## src/rtl/perf_pkg.sv

```systemverilog
// Shared definitions for the performance monitor: readback map, FSM states,
// tag-model geometry and default run-termination limit.
package perf_pkg;

    localparam int IDX_W          = 6;
    localparam int TAG_W          = 22;
    localparam int NUM_ENT        = 1 << IDX_W;
    localparam int IDLE_LIMIT_DEF = 5;
    localparam int NUM_CNT        = 8;

    // Counter slots inside the packed counter array (match rd_sel 0..7).
    localparam int C_CYCLES   = 0;
    localparam int C_INSTRET  = 1;
    localparam int C_BRANCHES = 2;
    localparam int C_BR_MISS  = 3;
    localparam int C_IACC     = 4;
    localparam int C_IHIT     = 5;
    localparam int C_DACC     = 6;
    localparam int C_DHIT     = 7;

    // Readback select encodings.
    localparam logic [3:0] SEL_CYCLES   = 4'd0;
    localparam logic [3:0] SEL_INSTRET  = 4'd1;
    localparam logic [3:0] SEL_BRANCHES = 4'd2;
    localparam logic [3:0] SEL_BR_MISS  = 4'd3;
    localparam logic [3:0] SEL_IACC     = 4'd4;
    localparam logic [3:0] SEL_IHIT     = 4'd5;
    localparam logic [3:0] SEL_DACC     = 4'd6;
    localparam logic [3:0] SEL_DHIT     = 4'd7;
    localparam logic [3:0] SEL_STATUS   = 4'd8;

    typedef enum logic [1:0] {
        ST_IDLE = 2'd0,
        ST_RUN  = 2'd1,
        ST_DONE = 2'd2
    } state_t;

    // Execute-stage control bundle of the instruction in Execute.
    typedef struct packed {
        logic reg_write;
        logic mem_write;
        logic branch;
        logic jump;
        logic pc_src;
    } ex_ctrl_t;

endpackage

```

## src/rtl/perf_tag_model.sv

```systemverilog
// 64-entry direct-mapped valid+tag array. Reports a hit when the indexed
// entry is valid with a matching tag; on a miss the entry is refilled.
module perf_tag_model
    import perf_pkg::*;
(
    input  logic        clock,
    input  logic        reset,
    input  logic        clear,
    input  logic        access_en,
    input  logic [31:0] addr,
    output logic        access,
    output logic        hit
);

    logic [NUM_ENT-1:0] valid;
    logic [TAG_W-1:0]   tags [NUM_ENT];
    logic [IDX_W-1:0]   idx;
    logic [TAG_W-1:0]   tag;
    logic               unused_low;

    assign idx        = addr[IDX_W+3:4];
    assign tag        = addr[31:IDX_W+4];
    assign unused_low = ^addr[3:0];

    assign access = access_en;
    assign hit    = access_en && valid[idx] && (tags[idx] == tag);

    // Valid bits: cleared by reset/clear, set on a miss refill.
    always_ff @(posedge clock or negedge reset) begin
        if (!reset)
            valid <= '0;
        else if (clear)
            valid <= '0;
        else if (access_en && !hit)
            valid[idx] <= 1'b1;
    end

    // Tag storage needs no reset; it is only consulted behind a valid bit.
    always_ff @(posedge clock) begin
        if (access_en && !hit)
            tags[idx] <= tag;
    end

endmodule

```

## src/rtl/perf_monitor.sv

```systemverilog
// Pipeline performance monitor: counts cycles, retired instructions, branches,
// mispredicts and I/D tag-model accesses/hits during a run that ends after
// IDLE_LIMIT consecutive idle Execute cycles. Counters saturate.
module perf_monitor
    import perf_pkg::*;
#(
    parameter int IDLE_LIMIT = IDLE_LIMIT_DEF,
    parameter int CNT_W      = 32
) (
    input  logic        clock,
    input  logic        reset,
    input  logic        enable,
    input  logic        clear,
    input  logic        ex_reg_write,
    input  logic        ex_mem_write,
    input  logic        ex_branch,
    input  logic        ex_jump,
    input  logic        ex_pc_src,
    input  logic [31:0] fetch_pc,
    input  logic        mem_write_m,
    input  logic        mem_read_m,
    input  logic [31:0] alu_result_m,
    input  logic [3:0]  rd_sel,
    output logic [31:0] rd_data,
    output logic        running,
    output logic        done
);

    localparam int IDLE_W = $clog2(IDLE_LIMIT + 1);

    state_t                          state, state_next;
    ex_ctrl_t                        ex;
    logic [IDLE_W-1:0]               idle_cnt;
    logic [NUM_CNT-1:0][CNT_W-1:0]   cnt;
    logic [NUM_CNT-1:0]              inc;
    logic                            sample, active, idle_last, d_en;
    logic                            i_acc, i_hit, d_acc, d_hit;
    logic [CNT_W-1:0]                sel_cnt;
    logic [31:0]                     sel_word, rd_next;

    assign ex = '{reg_write: ex_reg_write, mem_write: ex_mem_write,
                  branch: ex_branch, jump: ex_jump, pc_src: ex_pc_src};

    assign running   = (state == ST_RUN);
    assign done      = (state == ST_DONE);
    assign sample    = running && enable;
    assign active    = ex.reg_write || ex.mem_write || ex.branch || ex.jump;
    assign idle_last = !active && (idle_cnt == IDLE_W'(IDLE_LIMIT - 1));
    assign d_en      = sample && (mem_write_m || mem_read_m);

    perf_tag_model u_itag (
        .clock(clock), .reset(reset), .clear(clear),
        .access_en(sample), .addr(fetch_pc), .access(i_acc), .hit(i_hit)
    );

    perf_tag_model u_dtag (
        .clock(clock), .reset(reset), .clear(clear),
        .access_en(d_en), .addr(alu_result_m), .access(d_acc), .hit(d_hit)
    );

    // State register.
    always_ff @(posedge clock or negedge reset) begin
        if (!reset) state <= ST_IDLE;
        else        state <= state_next;
    end

    // Next-state: clear wins, enable starts a run, idle streak ends it.
    always_comb begin
        state_next = state;
        if (clear) begin
            state_next = ST_IDLE;
        end else begin
            case (state)
                ST_IDLE: if (enable) state_next = ST_RUN;
                ST_RUN:  if (sample && idle_last) state_next = ST_DONE;
                ST_DONE: state_next = ST_DONE;
                default: state_next = ST_IDLE;
            endcase
        end
    end

    // Consecutive-idle tracker; held whenever the edge is not sampled.
    always_ff @(posedge clock or negedge reset) begin
        if (!reset)
            idle_cnt <= '0;
        else if (clear)
            idle_cnt <= '0;
        else if (sample) begin
            if (active)
                idle_cnt <= '0;
            else if (idle_cnt != IDLE_W'(IDLE_LIMIT))
                idle_cnt <= idle_cnt + IDLE_W'(1);
        end
    end

    // Per-counter increment requests for this edge.
    always_comb begin
        inc             = '0;
        inc[C_CYCLES]   = sample;
        inc[C_INSTRET]  = sample && active;
        inc[C_BRANCHES] = sample && ex.branch;
        inc[C_BR_MISS]  = sample && ex.branch && ex.pc_src;
        inc[C_IACC]     = i_acc;
        inc[C_IHIT]     = i_hit;
        inc[C_DACC]     = d_acc;
        inc[C_DHIT]     = d_hit;
    end

    // Saturating counters, each independent of the others.
    always_ff @(posedge clock or negedge reset) begin
        if (!reset)
            cnt <= '0;
        else if (clear)
            cnt <= '0;
        else begin
            for (int k = 0; k < NUM_CNT; k++)
                if (inc[k] && (cnt[k] != '1))
                    cnt[k] <= cnt[k] + CNT_W'(1);
        end
    end

    // Readback select; in DONE the trailing idle cycles are removed from CYCLES.
    always_comb begin
        sel_cnt = '0;
        case (rd_sel)
            SEL_CYCLES:   sel_cnt = done ? (cnt[C_CYCLES] - CNT_W'(IDLE_LIMIT))
                                         : cnt[C_CYCLES];
            SEL_INSTRET:  sel_cnt = cnt[C_INSTRET];
            SEL_BRANCHES: sel_cnt = cnt[C_BRANCHES];
            SEL_BR_MISS:  sel_cnt = cnt[C_BR_MISS];
            SEL_IACC:     sel_cnt = cnt[C_IACC];
            SEL_IHIT:     sel_cnt = cnt[C_IHIT];
            SEL_DACC:     sel_cnt = cnt[C_DACC];
            SEL_DHIT:     sel_cnt = cnt[C_DHIT];
            default:      sel_cnt = '0;
        endcase
    end

    if (CNT_W > 32) begin : g_trunc
        logic unused_hi;
        assign unused_hi = ^sel_cnt[CNT_W-1:32];
        assign sel_word  = sel_cnt[31:0];
    end else if (CNT_W == 32) begin : g_same
        assign sel_word = sel_cnt;
    end else begin : g_zext
        assign sel_word = {{(32-CNT_W){1'b0}}, sel_cnt};
    end

    assign rd_next = (rd_sel == SEL_STATUS) ? {30'b0, done, running} : sel_word;

    // Registered read port.
    always_ff @(posedge clock or negedge reset) begin
        if (!reset)
            rd_data <= '0;
        else if (clear)
            rd_data <= '0;
        else
            rd_data <= rd_next;
    end

endmodule

```

## config.mk

```make
export PLATFORM = sky130hd
export DESIGN_NAME = perf_monitor
export DESIGN_NICKNAME = d
export VERILOG_FILES = /design/src/rtl/perf_pkg.sv /design/src/rtl/perf_tag_model.sv /design/src/rtl/perf_monitor.sv
export SDC_FILE = /design/constraint.sdc
export NUM_CORES = 2
export LEC_CHECK = 0
export ABC_AREA = 1
export ABC_CLOCK_PERIOD_IN_PS = 8000
export CAP_MARGIN = 20
export CELL_PAD_IN_SITES_DETAIL_PLACEMENT = 0
export CELL_PAD_IN_SITES_GLOBAL_PLACEMENT = 1
export CORE_MARGIN = 2
export CORE_UTILIZATION = 54
export CTS_CLUSTER_DIAMETER = 60
export DETAILED_ROUTE_END_ITERATION = 12
export PLACE_DENSITY = 0.93
export RECOVER_POWER = 25
export SLEW_MARGIN = 20
export SYNTH_ARGS = -nofsm -noshare
export SYNTH_HDL_FRONTEND = slang
export SYNTH_HIERARCHICAL = 1
export SYNTH_SLANG_ARGS = --single-unit
```

## constraint.sdc

```tcl
create_clock -name clock -period 8 [get_ports clock]
set_input_delay 1.6 -clock clock [delete_from_list [all_inputs] [get_ports clock]]
set_output_delay 1.6 -clock clock [all_outputs]
set_load 0.1 [all_outputs]
```

======== After elaboration in Yosys (flattened, before gate mapping) ========
Memories as Yosys holds them, arrays and structs flattened.
Cells that the tools add are included.
W data, S select, Z words.
word-level totals
  register bits ........................... 421
  output and inout port bits .............. 34
  bits in writable memories ............... 2,816
  bits of input ports ..................... 79
  memories ................................ 2
operators by class
  order comparisons ....................... 4
  eq/ne operators ......................... 24
  reductions and logical operators ........ 46
  mux-type cells .......................... 37
  $add $sub $neg .......................... 10
  bitwise operators ....................... 2
memories
  name         depth  width  rd ports  clocked after Yosys merged registers in  write ports  RTL line              text
  u_dtag.tags  64     22     1         0                                        1            perf_tag_model.sv:16  logic [TAG_W-1:0] tags [NUM_ENT];
  u_itag.tags  64     22     1         0                                        1            perf_tag_model.sv:16
operators by type and width
  cell                     count
  $mux W32                 11
  $add A32 B1 Y32 const B  8
  $mux W256                1
  $mux W64                 4
  $ne A32 B32 Y1 const B   8
  $pmux W32 S8             1
  $or A64 B64 Y64          2
  $eq A22 B22 Y1           2
  $sub A32 B3 Y32 const B  1
  $logic_and A1 B1 Y1      23
  $reduce_bool A2 Y1       11
  $eq A4 B3 Y1 const B     4
  $lt A6 B7 Y1 const B     2
  $bmux W1 S6              2
  $demux W1 S6             2
  $ge A6 B1 Y1 const B     2
  $mux W3                  4
  $eq A4 B2 Y1 const B     2
  $mux W1                  8
  $mux W2                  3
  $ne A3 B3 Y1 const B     2
  $pmux W2 S3              1
  $eq A4 B1 Y1 const B     1
  $eq A4 B4 Y1 const B     1
  other kinds (11)         17

======== Depth between registers and ports, before layout ========
  depth in word-level cells ............... 9
  mapped depth ............................ 29

======== Cells and area by module ========
Netlist, hierarchy kept.
modules (own cells, without submodules)
  module          instances  cells an instance  area each (µm²)  sequential area each (µm²)
  perf_tag_model  2          5,862              62,673.9         43,882.1
  perf_monitor    1          3,119              20,547.2         7,332.0

======== Worst setup path before layout ========
No wires, ideal clock.
  kind .................................... input-to-reg
  start ................................... input port alu_result_m[4]
  end ..................................... memory u_dtag.tags[29][0] (enable)
  stages on the path ...................... 19
  data arrival time ....................... 5.044 ns
  data required time ...................... 7.571 ns
  setup slack ............................. 2.528 ns
  cell sequence ........................... buf_4 > buf_6 > buf_2 > clkbuf_1 > o211ai_1 > nand2_1 > o21ai_0 > nand2_1 > nor2_1 > nand2_1 > nand2_1 > nand2_1 > nand3_1 > nor2_1 > nand3_1 > nand2_1 > buf_2 > buf_4 > nor3_1
on the way
  cells in the longest elaborated chain, start to end .. 8
  elaborated cells on any way between the ends .. 10
  those cells by class .................... eq/ne (1); mux (4); reduce/logical (4); memory (1)
ends and longest elaborated chain
  what                                                                     RTL line              text
  from (decl)                                                              perf_monitor.sv:22    input logic [31:0] alu_result_m,
  parallel branches: the longest is 8 deep, another holds $mem_v2 Z64 W22  -
  to (decl)                                                                perf_tag_model.sv:16
Parallel ways; which one is timed is not known. The select of a mux whose other input is x is not followed.

======== Final worst setup path ========
  start ................................... input port alu_result_m[19]
  end ..................................... register cnt[238] (netlist name)
on the way
  cells in the longest elaborated chain, start to end .. 4
ends and longest elaborated chain
  what                                 RTL line              text
  $eq A22 B22 Y1                       perf_tag_model.sv:26  assign hit = access_en && valid[idx] && (tags[idx] == tag);
  $logic_and A1 B1 Y1                  perf_tag_model.sv:26
  net d_hit                            perf_monitor.sv:37    logic i_acc, i_hit, d_acc, d_hit;
  $logic_and A1 B1 Y1                  perf_monitor.sv:117   if (inc[k] && (cnt[k] != '1))
  $reduce_bool A2 Y1 (no source line)  -
  to (signal, indexed assignment)      perf_monitor.sv:118   cnt[k] <= cnt[k] + CNT_W'(1);
  to (decl)                            perf_monitor.sv:34    logic [NUM_CNT-1:0][CNT_W-1:0] cnt;
The timed path passes the listed nets, and every way through them passes these cells.
A chain may end at the register's enable or synchronous reset.

==> key figures <==
Timing
  • Final Max Tran Viols: 1628
  • RSZ-0062 raised after global routing: no
  • Final Hold Viols: 0
  • Fin crit period: 6.33 ns
  • Final setup TNS: 0 ns
  • Clock Skews: 0.111 ns
  • Highest clock rate: 158 MHz
  • Worst setup margin: 1.67 ns
  • Fin crit share: 79.1%
  • Worst slew margin: -246%
  • Final setup vio count: 0
  • Least-Margin Pin Slew: 5.18 ns

Finish
  • Area of the multi-input gates: 43500 um^2
  • Seq. cell area: 95100 um^2
  • Fin cells: 18700
  • # nets final: 15000
  • Finished layout cell area: 163000 um^2
  • Fill cells: 21100
  • Layout cell share with drive strength beyond 1: 8.49%
  • P&R area growth vs syn: 11.5%

Clock network
  • Number of hold buffers added after cts: 0
  • CTS-repair resized insts: 0
  • CTS tree: yes
  • Clock latency on the worst-skew pair: 0.97 ns
  • Worst-path clk slew: 0.06 ns
  • CTS Sinks: 3237
  • Root Buffer: clkbuf_16
  • Post-CTS Setup Bufs: 0
  • Bufs on Longest Clock Path: 4
  • CTS Buf Count: 345
  • H-tree depth: 5

Setup path
  • Instance count on the critical path: 16
  • Critical path class: input port to flip-flop
  • Top delay family on crit path: buffers and inverters
  • CP Capture Type: flip-flop
  • FF-to-FF path depth: 20
  • Crit start category: input port
  • Crit-path cells: buf_2 -> clkbuf_1 -> inv_1 -> nand2_1 -> nand2_1 -> nor2_1 -> nand2_1 -> nor2_1 -> nand3_2 -> buf_4 -> inv_1 -> nand2_4 -> nand2_2 -> clkinv_1 -> nand2_1 -> o31ai_1
  • CP max FO: 66
  • Crit-path slowest cell: clkbuf_1
  • Most Frequent Cell on Critical Path: nand2_1
  • R2R Setup Slk: 3.35 ns
  • Buffers & Inverters on Critical Path: 6
  • Worst R2R Start: u_dtag/tags[50][19]
  • R2r endpoint: cnt[238]
  • Slowest stage delay, CP: 2.43 ns
  • CP required: 8.72 ns
  • Data arrival time of the worst path: 7.05 ns

Placed design
  • IO Port Bufs: 104
  • Cell Area, Placed: 151000 um^2
  • GPL Wtd Cong: 0.951
  • Placed Cells incl. Taps: 18100
  • Detail Placement HPWL: 243000 um
  • Setup WS pre-CTS: 1.09 ns

GRT
  • Vias in the first global route: 98200
  • Initial antenna violation count: 11
  • First-pass GRT wire length: 611000 um
  • Largest net degree at the start of global routing: 191
  • Total grt overflow: 0
  • GRT Util Overall: 29.6%

Drt
  • Via count of the routed design: 107000
  • DRC: 0
  • Antenna-violating nets left: 0
  • Vias per Instance: 5.69
  • Pre-antenna DRT Iters: 6
  • Routed len/inst: 22.1 um
  • DRT iter0 DRCs: 13400
  • Drt total wl: 413000 um

Die
  • Initial Utilization: 54.4%
  • Die area: 274000 um^2
  • Die X: 524 um
  • Die height: 524 um
  • Top Ports: 113
  • Num rows: 190
  • Core ar.: 268000 um^2

Yosys
  • Syn nets: 14900
  • Synth top area cells: edfxtp_1, nand2_1, dfrtp_1
  • Post-synth cell types: 53
  • Synth top cells by count: nand2_1, edfxtp_1, inv_1, nor2_1, nand3_1
  • Post-synth top area cell: edfxtp_1
  • Cell Area, Synth: 146000 um^2
  • Sequential area share after synthesis: 65.2%
  • YS warnings: 6
  • Count leader, synth: nand2_1
  • FFs w/ async S/R, synth: 13.0%
  • Number of synthesized flops with an enable pin: 2816
  • Average cell area after synthesis: 9.83 um^2
  • Cells after Synth: 14800
  • Ys flop type: edfxtp_1
  • Yosys top cell area share: 58.0%
  • FF+latch count, synth: 3237

Power
  • Pwr per Cell Area: 227 nW/um^2
  • VDD IR max: 0.185 mV
  • Leakage: 65.6 nW
  • Power consumption: 0.0369 W

Min path
  • Hold WC Path Type: flip-flop to flip-flop
  • Hold EP: u_dtag/valid[42]
  • Hold Crit Start: u_dtag/valid[42]
  • Hold Crit Depth: 2

Run status
  • Violated checks: max-capacitance violations, max-slew violations
  • Status: finished with violations

Flow run
  • Max Cap Violations: 34
[sequential cells by signal, summed over array words and instances (netlist names)]
signal / count
u_dtag/tags: 1408
u_itag/tags: 1408
cnt: 256
u_dtag/valid: 64
u_itag/valid: 64
rd_data: 32
idle_cnt: 3
state: 2
[cell type report]
cell class / count / share of cell area [%]
antenna: 7 / 0.0108
clock buffer: 428 / 5.57
clock inverter: 197 / 1.37
inverter: 1212 / 2.83
multi-input combinational: 9630 / 26.8
sequential: 3237 / 58.5
tap: 3552 / 2.73
timing repair buffer: 440 / 2.26
[report_power, final]
part / switching, W / internal (W)
clock: 0.00676 / 0.00921
combinational: 0.00195 / 0.000516
sequential: 0.0000224 / 0.0184
[cell families (layout without fill, tap and decap cells)]
| kind of cell | Yosys count | after routing | share of synthesized area, % |
|---|---|---|---|
| other cells | 0 | 7 | 0 |
| simple gates | 8085 | 8085 | 22.6 |
| compound gates | 1430 | 1430 | 5.89 |
| fa+ha+maj | 15 | 15 | 0.129 |
| xor+xnor | 100 | 100 | 0.600 |
| buf+inv | 1976 | 2277 | 5.57 |
| flops | 3237 | 3237 | 65.2 |
[routing by layer]
metal  GRT usage (%)  up-vias  share of wire [%]
li1                -    49500                  -
met4            11.7        6                4.1
met1            41.9    50700                 40
met3            4.60      883                 11
met2            46.1     5462                 46
met5               0        -             0.0080
[worst max path at each step]
stage                                start  slack [ns]            endpoint
after floorplan            alu_result_m[4]        2.53  u_dtag/tags[29][0]
after global placement     alu_result_m[7]        1.18            cnt[238]
after detailed placement   alu_result_m[7]        1.09            cnt[238]
after CTS                  alu_result_m[7]        2.01            cnt[238]
after global routing      alu_result_m[19]        1.32            cnt[255]
final                     alu_result_m[19]        1.67            cnt[238]
[worst register-to-register path, stage by stage (launching register included)]
cell,delay [ns]
edfxtp_1,0.36
or2_2,0.28
o211ai_1,0.08
nand2_1,0.07
o21ai_1,0.33
nand2_1,0.13
nor2_1,0.39
nand2_1,0.10
nand2_1,0.07
nand2_1,0.05
nor2_1,0.12
nand2_1,0.06
nor2_1,0.23
nand3_2,0.24
buf_4,0.42
inv_1,0.28
nand2_4,0.15
nand2_2,0.42
clkinv_1,0.45
nand2_1,0.15
o31ai_1,0.08
[metrics by stage]
| stage | util [%] | hold slack, ns |
|---|---|---|
| 2_1_floorplan | - | 0.469 |
| 3_3_place_gp | 56.4 | 0.480 |
| 3_5_place_dp | 56.4 | 0.486 |
| 4_1_cts | 60.6 | 0.498 |
| 5_1_grt | 60.6 | 0.517 |
| 6_report | 60.6 | 0.495 |
[layout by cell type (no fill, tap or decap), types with 143 or more instances in the layout]
cell / netlist / routed
edfxtp_1: 2816 / 2816
clkbuf_16: 0 / 347
inv_1: 1188 / 1185
nand3_1: 689 / 687
nor3_2: 4 / 143
o21ai_0: 545 / 545
o21ai_1: 255 / 255
or2_2: 211 / 211
nor2_1: 1004 / 998
dfrtp_1: 421 / 421
nand4_1: 252 / 252
nand2_1: 5568 / 5564
o211ai_1: 360 / 360
buf_4: 37 / 285
No activity file was read; power rests on OpenSTA's default activity.
